$ cat src/rtl/eb_pkg.sv
// Shared types and helpers for the credit-based link transmitter.
package eb_pkg;

    typedef enum logic [1:0] {
        RUN   = 2'd0,
        DRAIN = 2'd1,
        DONE  = 2'd2
    } eb_state_e;

    // Bits needed to hold a credit count in 0..credits inclusive.
    function automatic int unsigned cnt_width(input int unsigned credits);
        return $clog2(credits + 1);
    endfunction

endpackage

$ cat src/rtl/eb_credit_cnt.sv
// Saturating up/down credit counter. Resets full; an increment while full
// is dropped and latches the sticky overflow flag.
module eb_credit_cnt
    import eb_pkg::*;
#(
    parameter int unsigned Max = 16,
    parameter int unsigned W   = cnt_width(Max)
) (
    input  logic         clk_i,
    input  logic         rst_i,
    input  logic         inc_i,
    input  logic         dec_i,
    output logic [W-1:0] cnt_o,
    output logic         full_o,
    output logic         ovf_o
);

    localparam logic [W-1:0] MaxVal = W'(Max);

    logic [W-1:0] cnt_q, cnt_d;
    logic         ovf_q, ovf_d;

    // Next count: simultaneous inc and dec cancel; saturate at both ends.
    always_comb begin
        cnt_d = cnt_q;
        ovf_d = ovf_q;
        case ({inc_i, dec_i})
            2'b10: begin
                if (cnt_q == MaxVal) begin
                    ovf_d = 1'b1;
                end else begin
                    cnt_d = cnt_q + 1'b1;
                end
            end
            2'b01: begin
                if (cnt_q != '0) begin
                    cnt_d = cnt_q - 1'b1;
                end
            end
            default: ;
        endcase
    end

    // Count and error registers.
    always_ff @(posedge clk_i or posedge rst_i) begin
        if (rst_i) begin
            cnt_q <= MaxVal;
            ovf_q <= 1'b0;
        end else begin
            cnt_q <= cnt_d;
            ovf_q <= ovf_d;
        end
    end

    assign cnt_o  = cnt_q;
    assign full_o = (cnt_q == MaxVal);
    assign ovf_o  = ovf_q;

endmodule

$ cat src/rtl/eb_credit_tx.sv
// Credit-based link transmitter: forwards upstream beats onto a registered
// link while far-end credits remain, with a flush/drain handshake.
// Optional statistics counters are built when EB_CREDIT_TX_STATS_EN is defined.
module eb_credit_tx
    import eb_pkg::*;
#(
    parameter int unsigned DWIDTH  = 32,
    parameter int unsigned CREDITS = 16
) (
    input  logic              clk,
    input  logic              rstf,
    input  logic [DWIDTH-1:0] t_data,
    input  logic              t_valid,
    output logic              t_ready,
    output logic [DWIDTH-1:0] l_data,
    output logic              l_valid,
    input  logic              l_credit,
    input  logic              flush,
    output logic              flush_done,
`ifdef EB_CREDIT_TX_STATS_EN
    output logic [31:0]       stat_beats,
    output logic [31:0]       stat_stall,
`endif
    output logic              cr_err
);

    localparam int unsigned CW = cnt_width(CREDITS);

    logic [CW-1:0] credit_cnt;
    logic          cnt_full;
    logic          xfer;

    eb_state_e         state_q, state_d;
    logic              l_valid_q, l_valid_d;
    logic [DWIDTH-1:0] l_data_q, l_data_d;
    logic              flush_done_q, flush_done_d;

    // Ready depends only on registered state; held low while in reset.
    assign t_ready = !rstf && (credit_cnt != '0) && (state_q == RUN);
    assign xfer    = t_valid && t_ready;

    eb_credit_cnt #(
        .Max (CREDITS),
        .W   (CW)
    ) u_credit_cnt (
        .clk_i  (clk),
        .rst_i  (rstf),
        .inc_i  (l_credit),
        .dec_i  (xfer),
        .cnt_o  (credit_cnt),
        .full_o (cnt_full),
        .ovf_o  (cr_err)
    );

    // Link datapath: capture the beat on a transfer, otherwise hold data.
    always_comb begin
        l_valid_d = xfer;
        l_data_d  = l_data_q;
        if (xfer) begin
            l_data_d = t_data;
        end
    end

    // Flush FSM: drain waits for every credit to come home, then pulses done.
    always_comb begin
        state_d      = state_q;
        flush_done_d = 1'b0;
        unique case (state_q)
            RUN: begin
                if (flush) begin
                    state_d = DRAIN;
                end
            end
            DRAIN: begin
                if (cnt_full) begin
                    state_d      = DONE;
                    flush_done_d = 1'b1;
                end
            end
            DONE: begin
                if (!flush) begin
                    state_d = RUN;
                end
            end
            default: state_d = RUN;
        endcase
    end

    // State, link and pulse registers.
    always_ff @(posedge clk or posedge rstf) begin
        if (rstf) begin
            state_q      <= RUN;
            l_valid_q    <= 1'b0;
            l_data_q     <= '0;
            flush_done_q <= 1'b0;
        end else begin
            state_q      <= state_d;
            l_valid_q    <= l_valid_d;
            l_data_q     <= l_data_d;
            flush_done_q <= flush_done_d;
        end
    end

    assign l_valid    = l_valid_q;
    assign l_data     = l_data_q;
    assign flush_done = flush_done_q;

`ifdef EB_CREDIT_TX_STATS_EN
    logic [31:0] stat_beats_q, stat_beats_d;
    logic [31:0] stat_stall_q, stat_stall_d;

    // Free-running wrap-around counters of beats and upstream stalls.
    always_comb begin
        stat_beats_d = stat_beats_q + {31'b0, xfer};
        stat_stall_d = stat_stall_q
                     + {31'b0, (t_valid && !t_ready && (state_q == RUN))};
    end

    // Statistics registers.
    always_ff @(posedge clk or posedge rstf) begin
        if (rstf) begin
            stat_beats_q <= '0;
            stat_stall_q <= '0;
        end else begin
            stat_beats_q <= stat_beats_d;
            stat_stall_q <= stat_stall_d;
        end
    end

    assign stat_beats = stat_beats_q;
    assign stat_stall = stat_stall_q;
`endif

endmodule

$ cat config.mk
export PLATFORM = sky130hd
export DESIGN_NAME = eb_credit_tx
export DESIGN_NICKNAME = d
export VERILOG_FILES = /design/src/rtl/eb_pkg.sv /design/src/rtl/eb_credit_cnt.sv /design/src/rtl/eb_credit_tx.sv
export SDC_FILE = /design/constraint.sdc
export NUM_CORES = 1
export LEC_CHECK = 0
export CAP_MARGIN = 30
export CORE_ASPECT_RATIO = 0.75
export CORE_MARGIN = 8
export CORE_UTILIZATION = 44
export DETAILED_ROUTE_END_ITERATION = 7
export PLACE_DENSITY = 0.79
export SLEW_MARGIN = 20
export SYNTH_ARGS = -nofsm -noshare
export SYNTH_HDL_FRONTEND = slang
export SYNTH_HIERARCHICAL = 1
export SYNTH_SLANG_ARGS = --single-unit
export TNS_END_PERCENT = 1
$ cat constraint.sdc
create_clock -name clk -period 3.6 [get_ports clk]
set_clock_uncertainty 0.15 [all_clocks]
set_input_delay 0.72 -clock clk [delete_from_list [all_inputs] [get_ports clk]]
set_output_delay 0.72 -clock clk [all_outputs]
set_load 0.01 [all_outputs]
---- Word-level counts from Yosys, hierarchy flattened ----
Index checks and enable logic that the tools add are counted.
storage, ports and cells
  memory bits (writable) .................. 0
  bits in read-only memories .............. 0
  memories kept ........................... 0
  latch bits .............................. 0
  flip-flop bits (word level) ............. 42
operators by class
  shifts and indexed selects .............. 0
  $add $sub $neg .......................... 2
  div/mod/pow operators ................... 0
  equal/unequal tests ..................... 10
  bitwise gates (word level) .............. 0
  muxes and demuxes ....................... 9
  reductions and logical operators ........ 10
  order comparisons ....................... 0
  multiply operators ...................... 0
operators with widths
  kind                   number
  $mux W5                2
  $ne A2 B2 Y1 const B   5
  $pmux W5 S2            1
  $mux W2                3
  $pmux W2 S3            1
  $reduce_and A3 Y1      2
  $add A5 B1 Y5 const B  1
  $eq A5 B5 Y1 const B   1
  $reduce_bool A5 Y1     1
  $sub A5 B1 Y5 const B  1
  $eq A2 B1 Y1 const B   2
  $eq A2 B2 Y1 const B   2
  $logic_and A1 B1 Y1    3
  $logic_not A2 Y1       1
  $mux W1                2
  $reduce_and A2 Y1      1
  $reduce_bool A2 Y1     1
  $logic_not A1 Y1       1

---- Depth between registers and ports, before layout ----
Gate-level depths: netlist of run 1.
  word-level depth ........................ 7
  mapped depth ............................ 11
  gate-level depth less buffers ........... 9

---- Cells and area by module ----
Netlist of run 1, hierarchy kept.
modules (own cells, without submodules)
  module         area each (um^2)  cells an instance  times used
  eb_credit_tx   1,492.7           83                 1
  eb_credit_cnt  505.5             54                 1

---- Worst setup path after synthesis of run 1 ----
Ideal clock, no wire load.
  path type ............................... register to register
  from .................................... register u_credit_cnt.cnt_q[0], in the netlist u_credit_cnt/cnt_o[0]
  to ...................................... register u_credit_cnt.cnt_q[4], in the netlist u_credit_cnt/cnt_o[4]
  period minus slack after synthesis ...... 2.949 ns
  cell stages (with the launch flop) ...... 12
  buffers on the path ..................... 2
  setup slack ............................. 0.651 ns
  arrival ................................. 2.716 ns
  cell sequence ........................... dfrtp_1 -> or4_4 -> o211ai_4 -> buf_6 -> inv_1 -> buf_2 -> nand2b_1 -> xnor2_1 -> ha_1 -> nor4b_2 -> o22ai_1 -> a221o_1
between the ends
  cells in the longest elaborated chain, start to end .. 7
  elaborated cells on any way between the ends .. 16
  those cells by class .................... add/sub: 2; eq/ne: 5; mux: 3; reduce/logical: 6
RTL lines
  element                                                                     line                 source
  start: declaration                                                          eb_credit_cnt.sv:20  logic [W-1:0] cnt_q, cnt_d;
  start signal: assignment                                                    eb_credit_cnt.sv:47  cnt_q <= MaxVal;
  start signal: assignment                                                    eb_credit_cnt.sv:50  cnt_q <= cnt_d;
  $reduce_bool A5 Y1 (*)                                                      eb_credit_tx.sv:39   assign t_ready = !rstf && (credit_cnt != '0) && (state_q == RUN);
  $logic_and A1 B1 Y1 (*) (2 in series)                                       eb_credit_tx.sv:39
  $logic_and A1 B1 Y1 (*)                                                     eb_credit_tx.sv:40   assign xfer = t_valid && t_ready;
  via l_valid_d                                                               eb_credit_tx.sv:34   logic l_valid_q, l_valid_d;
  $eq A2 B1 Y1 / $eq A2 B2 Y1 (equally long branches)                         eb_credit_cnt.sv:27  case ({inc_i, dec_i})
  $ne A2 B2 Y1 (no source line) / $reduce_bool A2 Y1 (equally long branches)  -
  $reduce_and A3 Y1 (no source line)                                          -
Mark *: on every way through the listed nets, which the timed path passes. The rest lies on a longest branch. The select of a mux whose other input is x is not followed.
A chain may end at the register's enable or synchronous reset.

---- Final worst setup path of run 1 ----
  from .................................... input port rstf
  to ...................................... output port t_ready
between the ends
  cells in the longest elaborated chain, start to end .. 3
RTL lines
  element                            line                source
  start: declaration                 eb_credit_tx.sv:11  input logic rstf,
  $logic_not A1 Y1 (no source line)  -
  $logic_and A1 B1 Y1 (2 in series)  eb_credit_tx.sv:39
  end: declaration                   eb_credit_tx.sv:14  output logic t_ready,
No other way between the ends.

==> metrics.md, run 1 <==
| Metric | Value |
|---|---|
| Initial antenna violation count | `0` |
| Sequential-to-total area share from yosys stat | `0.5266` |
| Footprint of the multi-input gates | `863.3 µm²` |
| Mux contribution to synthesized area | `0.2448` |
| Area Growth Syn to Fin | `42.27%` |
| Syn Nets | `about 180` |
| Port Buffers | `72` |
| H-tree depth | `2` |
| Pin count of the biggest net entering global routing | `33` |
| Post-route core utilization | `0.6440` |
| Worst-path maximum fanout | `3` |
| Ports | `73` |
| Register bit count reported by yosys | `42` |
| First-pass GRT wire length | `7707 µm` |
| Die area | `around 0.007 mm²` |
| Final min period | `3128 ps` |
| Max Fclk | `around 320 MHz` |
| # rows | `21` |
| Post-synth ARST share | `1.000` |
| Reg area | `0.001052 mm²` |
| First-pass DRT Iterations | `5` |
| Initial Util | `0.4527` |
| RSZ-0062 raised after global routing | `false` |
| Ys Warns | `6` |
| CTS tree | `built` |
| Post-synthesis instance area | `0.001998 mm²` |
| # fillers | `about 340` |
| CP Class | `primary input to primary output` |
| Finished Layout Cells | `270` |
| Die X-Extent | `around 94 µm` |
| Max-slew violations | `0` |
| Layout cells sized above 1 | `0.2394` |
| Skew-Pair Late Insertion Delay | `approximately 290 ps` |
| Root buf cell | `clkbuf_8` |
| Yosys top cell area share | `0.5135` |
| Placed cell areas | `approximately 0.0028 mm²` |
| Final setup viols | `0` |
| Cell variety after synth | `41` |
| Total chip power | `2226 µW` |
| Vias | `1381` |
| Adder-cell area share of the yosys netlist | `0.006262` |
| Clock transition at the registers of the reported paths | `approximately 80 ps` |
| Avg Cell Area, Syn | `14.59 µm²` |
| Max-slew headroom | `0.6226` |
| Global router's overall resource usage | `0.1425` |
| 1st-iter DRT viols | `46` |
| CP arrival | `about 2300 ps` |
| Worst Hold Class | `register to register` |
| Pleak | `about 0.0013 µW` |
| # Max-Cap Violations | `0` |
| Critical Path End Type | `primary output` |
| Number of global-route vias before repair | `~1500` |
| Most numerous cell in the Yosys netlist | `dfrtp_1` |
| FF-to-FF path depth | `9` |
| Final net count | `250` |
| Worst-Margin Slew | `566.1 ps` |
| Vias/cell | `5.115` |
| Setup bufs post-CTS | `0` |
| Required time of the critical path | `~2700 ps` |
| Post-synthesis compound-gate area fraction | `0.07138` |
| Dpl cells | `262` |
| Gpl congestion | `just under 0.8` |
| Post-Synth XOR/XNOR Area | `0.008766` |
| WHS Path Cells | `1` |
| CTS Buffer Depth | `2` |
| Synth Area in Simple Gates | `0.1008` |
| Die Height | `around 74 µm` |
| Total Wirelength | `~5000 µm` |
| Synth Instances | `about 140` |
| # DRC | `0` |
| Status | `finished, final reports clean` |
| Grt ovf | `0` |
| Final hold vios | `0` |
| Worst setup SP type | `primary input` |
| Most common library cells after synthesis | `dfrtp_1 (41), mux2_4 (29), inv_1 (5)` |
| Wire length per cell | `approximately 18 µm` |
| Synth area leader | `dfrtp_1` |
| PostCTS Resize Cnt | `0` |
| Top post-synthesis cells by area | `dfrtp_1 (51%), mux2_4 (22%), buf_6 (2.3%)` |
| Number of flops mapped to enable cells by yosys | `0` |
| Period Utilization, post-route | `0.8688` |
| # clock sinks | `42` |
| Largest family of logic cells by synthesized area | `multiplexers` |
| Synth Flop Type | `dfrtp_1` |
| Core area | `about 0.0044 mm²` |
| Detailed Place HPWL | `roughly 3800 µm` |
| Worst vdd ir | `337.3 µV` |
| CTS hold repair buffers | `0` |
| Post-Route Setup TNS | `0 ps` |
| ANT cells | `0` |
| Fin area | `between 0.002 and 0.003 mm²` |
| PwrDens | `about 780 mW/mm²` |
| Routed Antenna Nets | `0` |
| Num CTS Buffers | `5` |
placed cells by master, fill, tap and decap left out, drive strengths merged, types with 2 or more instances in the layout:
cell type / count
a21oi: 2
nor2: 4
mux2: 32
inv: 5
o21bai: 2
o211ai: 2
clkdlybuf4s50: 72
buf: 4
or4: 2
nor4: 2
clkbuf: 6
nand2b: 4
a22oi: 2
nor3: 2
mux2i: 2
nand3b: 4
clkinv: 2
nand2: 2
dfrtp: 41
sequential cells by signal, indices dropped and copies added, names as in the netlist:
signal / cells
flush_done: 1
u_credit_cnt/ovf_o: 1
state_q: 2
l_valid: 1
u_credit_cnt/cnt_o: 5
l_data: 32
area by class of cell:
cell class	instances	share of cell area
flip-flops and latches	42	0.3702
multi-input cells	82	0.3037
repair buffers	76	0.2641
clock buffers	6	0.02553
well taps	57	0.02509
inverters	5	0.006602
clock inverters	2	0.004842
worst max-delay path, cell delays in order:
cell	delay (ps)
clkdlybuf4s50_1	440
nor3_1	370
o21a_1	190
clkdlybuf4s50_1	530
cells by family (layout without fill, tap and decap cells):
group / after synthesis / count (layout)
fa+ha+maj: 1 / 1
simple gates: 29 / 29
xor+xnor: 2 / 2
compound gates: 16 / 16
buf+inv: 13 / 89
mux: 34 / 34
flops: 42 / 42
worst paths after layout:
check                                      start                    end  slack, ps
setup / recovery                            rstf                t_ready        470
hold / removal                u_credit_cnt/ovf_o     u_credit_cnt/ovf_o        340
setup reg to reg           u_credit_cnt/cnt_o[0]  u_credit_cnt/cnt_o[4]        840
hold reg to reg               u_credit_cnt/ovf_o     u_credit_cnt/ovf_o        340
max in group asynchronous                   rstf             l_data[29]       2050
min in group asynchronous                   rstf  u_credit_cnt/cnt_o[3]        570
power by group:
part | internal (µW) | switching [µW]
logic | 682 | 359
clock network | 137 | 159
registers | 693 | 196
total | 1510 | 714
metal layers:
metal	track usage	vias to the layer above	part of all wire
li1	-	640	-
met1	0.1809	689	0.44
met2	0.2285	50	0.48
met3	0.04032	2	0.072
met4	0.04904	0	0.0067
met5	0	-	0
through the flow:
stage               worst slack, ps  hold slack (ps)
finish                        472.3            341.7
global route                  399.6            364.9
CTS                           450.9            344.4
detailed placement            389.1            328.4
global placement              461.6            316.2
floorplan                     650.8            298.8
(Power assumes the default switching activity.)
==> run 2, diff against run 1 <==
--- a/config.mk
+++ b/config.mk
@@ -7,7 +7,6 @@
 export LEC_CHECK = 0
 export CAP_MARGIN = 30
 export CORE_ASPECT_RATIO = 0.75
-export CORE_MARGIN = 8
 export CORE_UTILIZATION = 44
 export DETAILED_ROUTE_END_ITERATION = 7
 export PLACE_DENSITY = 0.79
==> run 2 against run 1 <==
Effect of this change:
- clock power grew 3%
- non-clock buffer count is the same
- sequential power shrank 0.7%
- wire length shrank 13%
- via count shrank 3.4%
- largest cell class unchanged
==> metrics.md, run 2 (synthesized netlist as in run 1, its figures left out) <==
| Metric | Value |
|---|---|
| Root buf cell | `clkbuf_8` |
| CTS tree | `built` |
| Max reg flops | `32 (unchanged)` |
| Setup bufs post-CTS | `0 (unchanged)` |
| Period Utilization, post-route | `0.8681 (about the same)` |
| Number of global-route vias before repair | `1379 (-7.2%)` |
| CTS Buffer Depth | `2 (unchanged)` |
| # rows | `20 (-4.8%)` |
| Total Wirelength | `4315 µm (-13%)` |
| CTS hold repair buffers | `0 (unchanged)` |
| Final hold vios | `0 (unchanged)` |
| Slowest CP cell | `clkdlybuf4s50_1` |
| Worst setup SP type | `primary input` |
| Die Height | `60.36 µm (-19%)` |
| Num CTS Buffers | `5 (unchanged)` |
| Routed Antenna Nets | `0 (unchanged)` |
| Wire length per cell | `16.10 µm (-12%)` |
| Skew-Pair Late Insertion Delay | `280 ps (about the same)` |
| H-tree depth | `2 (unchanged)` |
| Pin count of the biggest net entering global routing | `33 (unchanged)` |
| Worst-path maximum fanout | `3 (unchanged)` |
| # DRC | `0 (unchanged)` |
| Reg2Reg Setup Slack | `860 ps (+20 ps)` |
| Port Buffers | `72 (unchanged)` |
| PostCTS Resize Cnt | `0 (unchanged)` |
| Reg2reg start | `u_credit_cnt/cnt_o[0]` |
| Met2 Use GR | `0.3333 (+0.1048)` |
| Die area | `0.004818 mm² (-31%)` |
| Post-route core utilization | `0.6768 (+0.03280)` |
| Most frequent cells in the layout | `clkdlybuf4s50_1 (72), dfrtp_1 (41), mux2_4 (29), clkbuf_8 (6), inv_1 (5)` |
| Layout cells sized above 1 | `0.2394 (unchanged)` |
| Vias/cell | `4.978 (-2.7%)` |
| 1st-iter DRT viols | `57 (+24%)` |
| Max-slew violations | `0 (unchanged)` |
| Post-Route Setup TNS | `0 ps (unchanged)` |
| Met3 GRT Util | `0.05263 (+0.01231)` |
| FF-to-FF path depth | `9 (unchanged)` |
| Required time of the critical path | `2730 ps (about the same)` |
| Core area | `0.004204 mm² (-4.8%)` |
| Max-slew headroom | `0.5340 (-0.08862)` |
| Clock transition at the registers of the reported paths | `70 ps (about the same)` |
| # clock sinks | `42 (unchanged)` |
| # Max-Cap Violations | `0 (unchanged)` |
| Initial Util | `0.4753 (+0.02263)` |
| RSZ-0062 raised after global routing | `false` |
| Grt ovf | `0 (unchanged)` |
| Met1 Track Usage GR | `0.2524 (+0.07151)` |
| Commonest non-fill, non-tap cell in the layout | `clkdlybuf4s50_1` |
| CP arrival | `2260 ps (about the same)` |
| First-pass DRT Iterations | `4 (-1)` |
| Gpl congestion | `0.8423 (+9.2%)` |
| Final setup viols | `0 (unchanged)` |
| Ports | `73 (unchanged)` |
| Final net count | `250 (unchanged)` |
| # fillers | `309 (-9.6%)` |
| Vias | `1334 (-3.4%)` |
| Status | `finished, final reports clean` |
| Max stage delay on crit path | `530 ps (about the same)` |
| Worst Hold Class | `register to register` |
| Global router's overall resource usage | `0.1989 (+0.05632)` |
| ANT cells | `0 (unchanged)` |
| Initial antenna violation count | `0 (unchanged)` |
| Pleak | `0.001301 µW (+0.24%)` |
| R2r endpoint | `u_credit_cnt/cnt_o[4]` |
| Worst path cell trace | `clkdlybuf4s50_1 > nor3_1 > o21a_1 > clkdlybuf4s50_1` |
| PwrDens | `777.5 mW/mm² (-0.72%)` |
| First-pass GRT wire length | `6906 µm (-10%)` |
| Worst vdd ir | `387.3 µV (+15%)` |
| Final min period | `3125 ps (-2.395 ps)` |
| CP Class | `primary input to primary output` |
| CP endpoint | `t_ready` |
| Critical Path End Type | `primary output` |
| Detailed Place HPWL | `3177 µm (-16%)` |
| Worst-Margin Slew | `698.2 ps (+132.2 ps)` |
| Worst path most repeated cell | `clkdlybuf4s50_1` |
| Grt peak-use layer | `met2` |
| Die X-Extent | `79.82 µm (-15%)` |
| Crit path from | `rstf` |
| Max Fclk | `320.0 MHz (about the same)` |
| Area Growth Syn to Fin | `42.39% (about the same)` |
run 2: worst min path at each step:
| stage | start | endpoint | slack [ps] | cells past startpoint |
|---|---|---|---|---|
| global placement | state_q[1] | state_q[0] | 310 | 1 |
| detailed placement | u_credit_cnt/ovf_o | u_credit_cnt/ovf_o | 320 | 1 |
| finish | state_q[1] | state_q[0] | 340 | 1 |
| CTS | u_credit_cnt/ovf_o | u_credit_cnt/ovf_o | 350 | 1 |
| floorplan | state_q[1] | state_q[0] | 300 | 1 |
| global route | state_q[1] | state_q[0] | 370 | 1 |
run 2: layer usage:
metal	vias to the layer above	wire length (µm)
met2	48	2059
met1	641	1995
met4	0	51
met3	4	209
li1	641	-
met5	-	0
run 2: worst max-delay path: cells and delay by family:
| kind | cells | cell delay (ps) |
|---|---|---|
| AND/OR/NAND/NOR | 1 | 370 |
| AO/OA/AOI/OAI | 1 | 190 |
| buffers and inverters | 2 | 970 |
run 2: area by class of cell:
class | instances | area [µm²] | share of cell area
Clock buffer | 7 | 86.33 | 0.03034
Clock inverter | 1 | 5.005 | 0.001759
Inverter | 5 | 18.77 | 0.006596
Multi-Input combinational cell | 82 | 863.3 | 0.3034
Sequential cell | 42 | 1052 | 0.3698
Tap cell | 55 | 68.82 | 0.02419
Timing Repair Buffer | 76 | 750.7 | 0.2639
run 2: where the power goes:
group	switching, µW	internal (µW)
Combinational	342	682
Clock	150	155
Sequential	190	693
Total	683	1530
run 2: stage by stage:
step / instance area [µm²] / std cells / power [µW] / worst slack, ps / hold slack [ps]
CTS: 2845 / 268 / 2236 / 464.8 / 346.3
floorplan: 1998 / 137 / 1434 / 650.8 / 298.8
global placement: 2754 / 260 / 1880 / 533.9 / 312.3
finish: 2845 / 268 / 2212 / 474.7 / 342.4
detailed placement: 2754 / 260 / 1917 / 387.7 / 323.3
global route: 2845 / 268 / 2349 / 394.7 / 365.1
==> run 3, diff against run 2 <==
--- a/config.mk
+++ b/config.mk
@@ -6,10 +6,12 @@
 export NUM_CORES = 1
 export LEC_CHECK = 0
 export CAP_MARGIN = 30
+export CELL_PAD_IN_SITES_DETAIL_PLACEMENT = 2
+export CELL_PAD_IN_SITES_GLOBAL_PLACEMENT = 2
 export CORE_ASPECT_RATIO = 0.75
-export CORE_UTILIZATION = 44
+export CORE_UTILIZATION = 29
 export DETAILED_ROUTE_END_ITERATION = 7
-export PLACE_DENSITY = 0.79
+export PLACE_DENSITY = 0.8
 export SLEW_MARGIN = 20
 export SYNTH_ARGS = -nofsm -noshare
 export SYNTH_HDL_FRONTEND = slang
==> run 3 against run 2 <==
Effect of this change:
- the flow now finishes with violations (DRC)
- non-clock buffer count unchanged
- cell count rose by 9.7%
- critical path depth did not move
- combinational power hardly changed
- via count grew 5.8%
- sequential share of layout area is 0.40 points lower
- worst hold slack better by 17 ps
- critical path type unchanged
- sequential power grew 1%
- critical endpoint unchanged
==> metrics.md, run 3 (synthesized netlist as in run 1, its figures left out) <==
| Metric | Value |
|---|---|
| Gpl congestion | `0.7550 (-10%)` |
| Commonest non-fill, non-tap cell in the layout | `clkdlybuf4s50_1` |
| Delay-heaviest family, CP | `buffers and inverters` |
| Num CTS Buffers | `5 (unchanged)` |
| Worst vdd ir | `204.7 µV (-47%)` |
| Number of global-route vias before repair | `1555 (+13%)` |
| Pin count of the biggest net entering global routing | `33 (unchanged)` |
| Port Buffers | `72 (unchanged)` |
| Total Wirelength | `5492 µm (+27%)` |
| # DRC | `22 (+22)` |
| CP Class | `primary input to primary output` |
| Max-slew violations | `0 (unchanged)` |
| Max Fclk | `322.8 MHz (+0.89%)` |
| Initial Util | `0.3086 (-0.1667)` |
| Post-Route Setup TNS | `0 ps (unchanged)` |
| First-pass GRT wire length | `8804 µm (+27%)` |
| Wire length per cell | `18.68 µm (+16%)` |
| Failing checks | `DRC` |
| Global router's overall resource usage | `0.1625 (-0.03634)` |
| Detailed Place HPWL | `4108 µm (+29%)` |
| H-tree depth | `2 (unchanged)` |
| Core area | `0.006475 mm² (+54%)` |
| Int Pwr | `1511 µW (-1.2%)` |
| Final net count | `250 (unchanged)` |
| First-pass DRT Iterations | `6 (+2)` |
| Clock power share | `0.139 (about the same)` |
| Worst path cell trace | `clkdlybuf4s50_1 > nor3_1 > o21a_1 > clkdlybuf4s50_1` |
| Final min period | `3098 ps (-27.45 ps)` |
| Max reg flops | `32 (unchanged)` |
| Max stage delay on crit path | `520 ps (about the same)` |
| Vias | `1412 (+5.8%)` |
| CP bufs+invs | `2 (unchanged)` |
| Most frequent cells in the layout | `clkdlybuf4s50_1 (72), dfrtp_1 (41), mux2_4 (29), inv_1 (5), clkbuf_8 (5)` |
| Final setup viols | `0 (unchanged)` |
| CP endpoint | `t_ready` |
| Layout cells sized above 1 | `0.2441 (+0.004695)` |
| Skew-Pair Late Insertion Delay | `300 ps (+20 ps)` |
| Comb pwr share | `0.466 (+0.003)` |
| Post-route core utilization | `0.4443 (-0.2325)` |
| RSZ-0062 raised after global routing | `false` |
| CTS hold repair buffers | `0 (unchanged)` |
| PwrDens | `785.0 mW/mm² (+0.97%)` |
| Total stage count of the critical path | `4 (unchanged)` |
| Period Utilization, post-route | `0.8605 (-0.007626)` |
| Routed Antenna Nets | `0 (unchanged)` |
| R2r endpoint | `u_credit_cnt/cnt_o[4]` |
| CTS tree | `built` |
| # clock sinks | `42 (unchanged)` |
| WHS Path Cells | `1 (unchanged)` |
| Critical Path End Type | `primary output` |
| Root buf cell | `clkbuf_8` |
| 1st-iter DRT viols | `55 (-3.5%)` |
| # rows | `25 (+25%)` |
| Required time of the critical path | `2730 ps (about the same)` |
| Worst-path maximum fanout | `3 (unchanged)` |
| Switching Share | `0.3308 (+0.02223)` |
| Pleak | `0.001297 µW (-0.32%)` |
| Setup bufs post-CTS | `0 (unchanged)` |
| PostCTS Resize Cnt | `0 (unchanged)` |
| FF-to-FF path depth | `9 (unchanged)` |
| Die X-Extent | `97.85 µm (+23%)` |
| Seq pwr share | `0.395 (-0.004)` |
| Die Height | `73.89 µm (+22%)` |
| Initial antenna violation count | `0 (unchanged)` |
| ANT cells | `0 (unchanged)` |
| Reg2reg start | `u_credit_cnt/cnt_o[0]` |
| Placed cell areas | `0.002786 mm² (+1.2%)` |
| Area Growth Syn to Fin | `43.96%` |
| Worst setup SP type | `primary input` |
| Max-slew headroom | `0.5946 (+0.06058)` |
| CTS Buffer Depth | `2 (unchanged)` |
| Worst path most repeated cell | `clkdlybuf4s50_1` |
| Die area | `0.007230 mm² (+50%)` |
| Status | `complete, but fails checks` |
| Fin area | `0.002877 mm² (+1.1%)` |
| Slowest CP cell | `clkdlybuf4s50_1` |
| Vias/cell | `4.803 (-3.5%)` |
| Clock transition at the registers of the reported paths | `80 ps (about the same)` |
| # Max-Cap Violations | `0 (unchanged)` |
| Reg2Reg Setup Slack | `770 ps (-90 ps)` |
| Worst Hold Class | `register to register` |
| CP arrival | `2230 ps (-30 ps)` |
| Hold slack | `359.4 ps (+17.06 ps)` |
| Grt ovf | `0 (unchanged)` |
| Crit path from | `rstf` |
| Total chip power | `2258 µW (+2.1%)` |
| Final hold vios | `0 (unchanged)` |
| Worst-Margin Slew | `602.6 ps (-95.66 ps)` |
| P_sw | `747.1 µW (+9.4%)` |
| Ports | `73 (unchanged)` |
## run 3: cell types whose count changed in the layout (fill, tap and decap cells not counted)
cell,before,now
clkbuf_1,1,0
clkbuf_8,6,5
clkinvlp_4,0,1
clkinv_4,0,1
## run 3: cell type report
type / instances / area (µm²)
tap: 81 / 101.3
multi-input combinational: 82 / 863.3
sequential: 42 / 1052
clock buffer: 5 / 68.82
fill: 637 / 3598
inverter: 5 / 18.77
clock inverter: 3 / 21.27
timing repair buffer: 76 / 750.7
## run 3: through the flow
step / cells / setup WS, ps
6_report: 294 / 502.2
5_1_grt: 294 / 380.5
4_1_cts: 294 / 478.8
3_5_place_dp: 286 / 349.8
3_3_place_gp: 286 / 503.3
2_1_floorplan: 137 / 650.8
## run 3: worst min path at each step
| stage | startpoint | end |
|---|---|---|
| global route | l_data[23] | l_data[23] |
| detailed placement | state_q[1] | state_q[0] |
| global placement | u_credit_cnt/ovf_o | u_credit_cnt/ovf_o |
| finish | u_credit_cnt/ovf_o | u_credit_cnt/ovf_o |
| floorplan | state_q[1] | state_q[0] |
| CTS | l_data[29] | l_data[29] |
## run 3: routing by layer
layer	part of all wire	track usage	vias to the layer above	routed length, µm
met5	0	0	-	0
met4	0.012	0.06061	0	67
met3	0.077	0.04948	4	421
met2	0.46	0.2629	54	2531
met1	0.45	0.2065	710	2471
li1	-	-	644	-
## run 3: power by group through the flow
| stage | clock (µW) | combinational [µW] | sequential (µW) |
|---|---|---|---|
| after floorplan | 0 | 520 | 914 |
| after global placement | 0 | 1030 | 881 |
| after detailed placement | 0 | 1050 | 906 |
| after CTS | 321 | 1060 | 898 |
| after global routing | 334 | 1120 | 930 |
| final | 314 | 1050 | 893 |
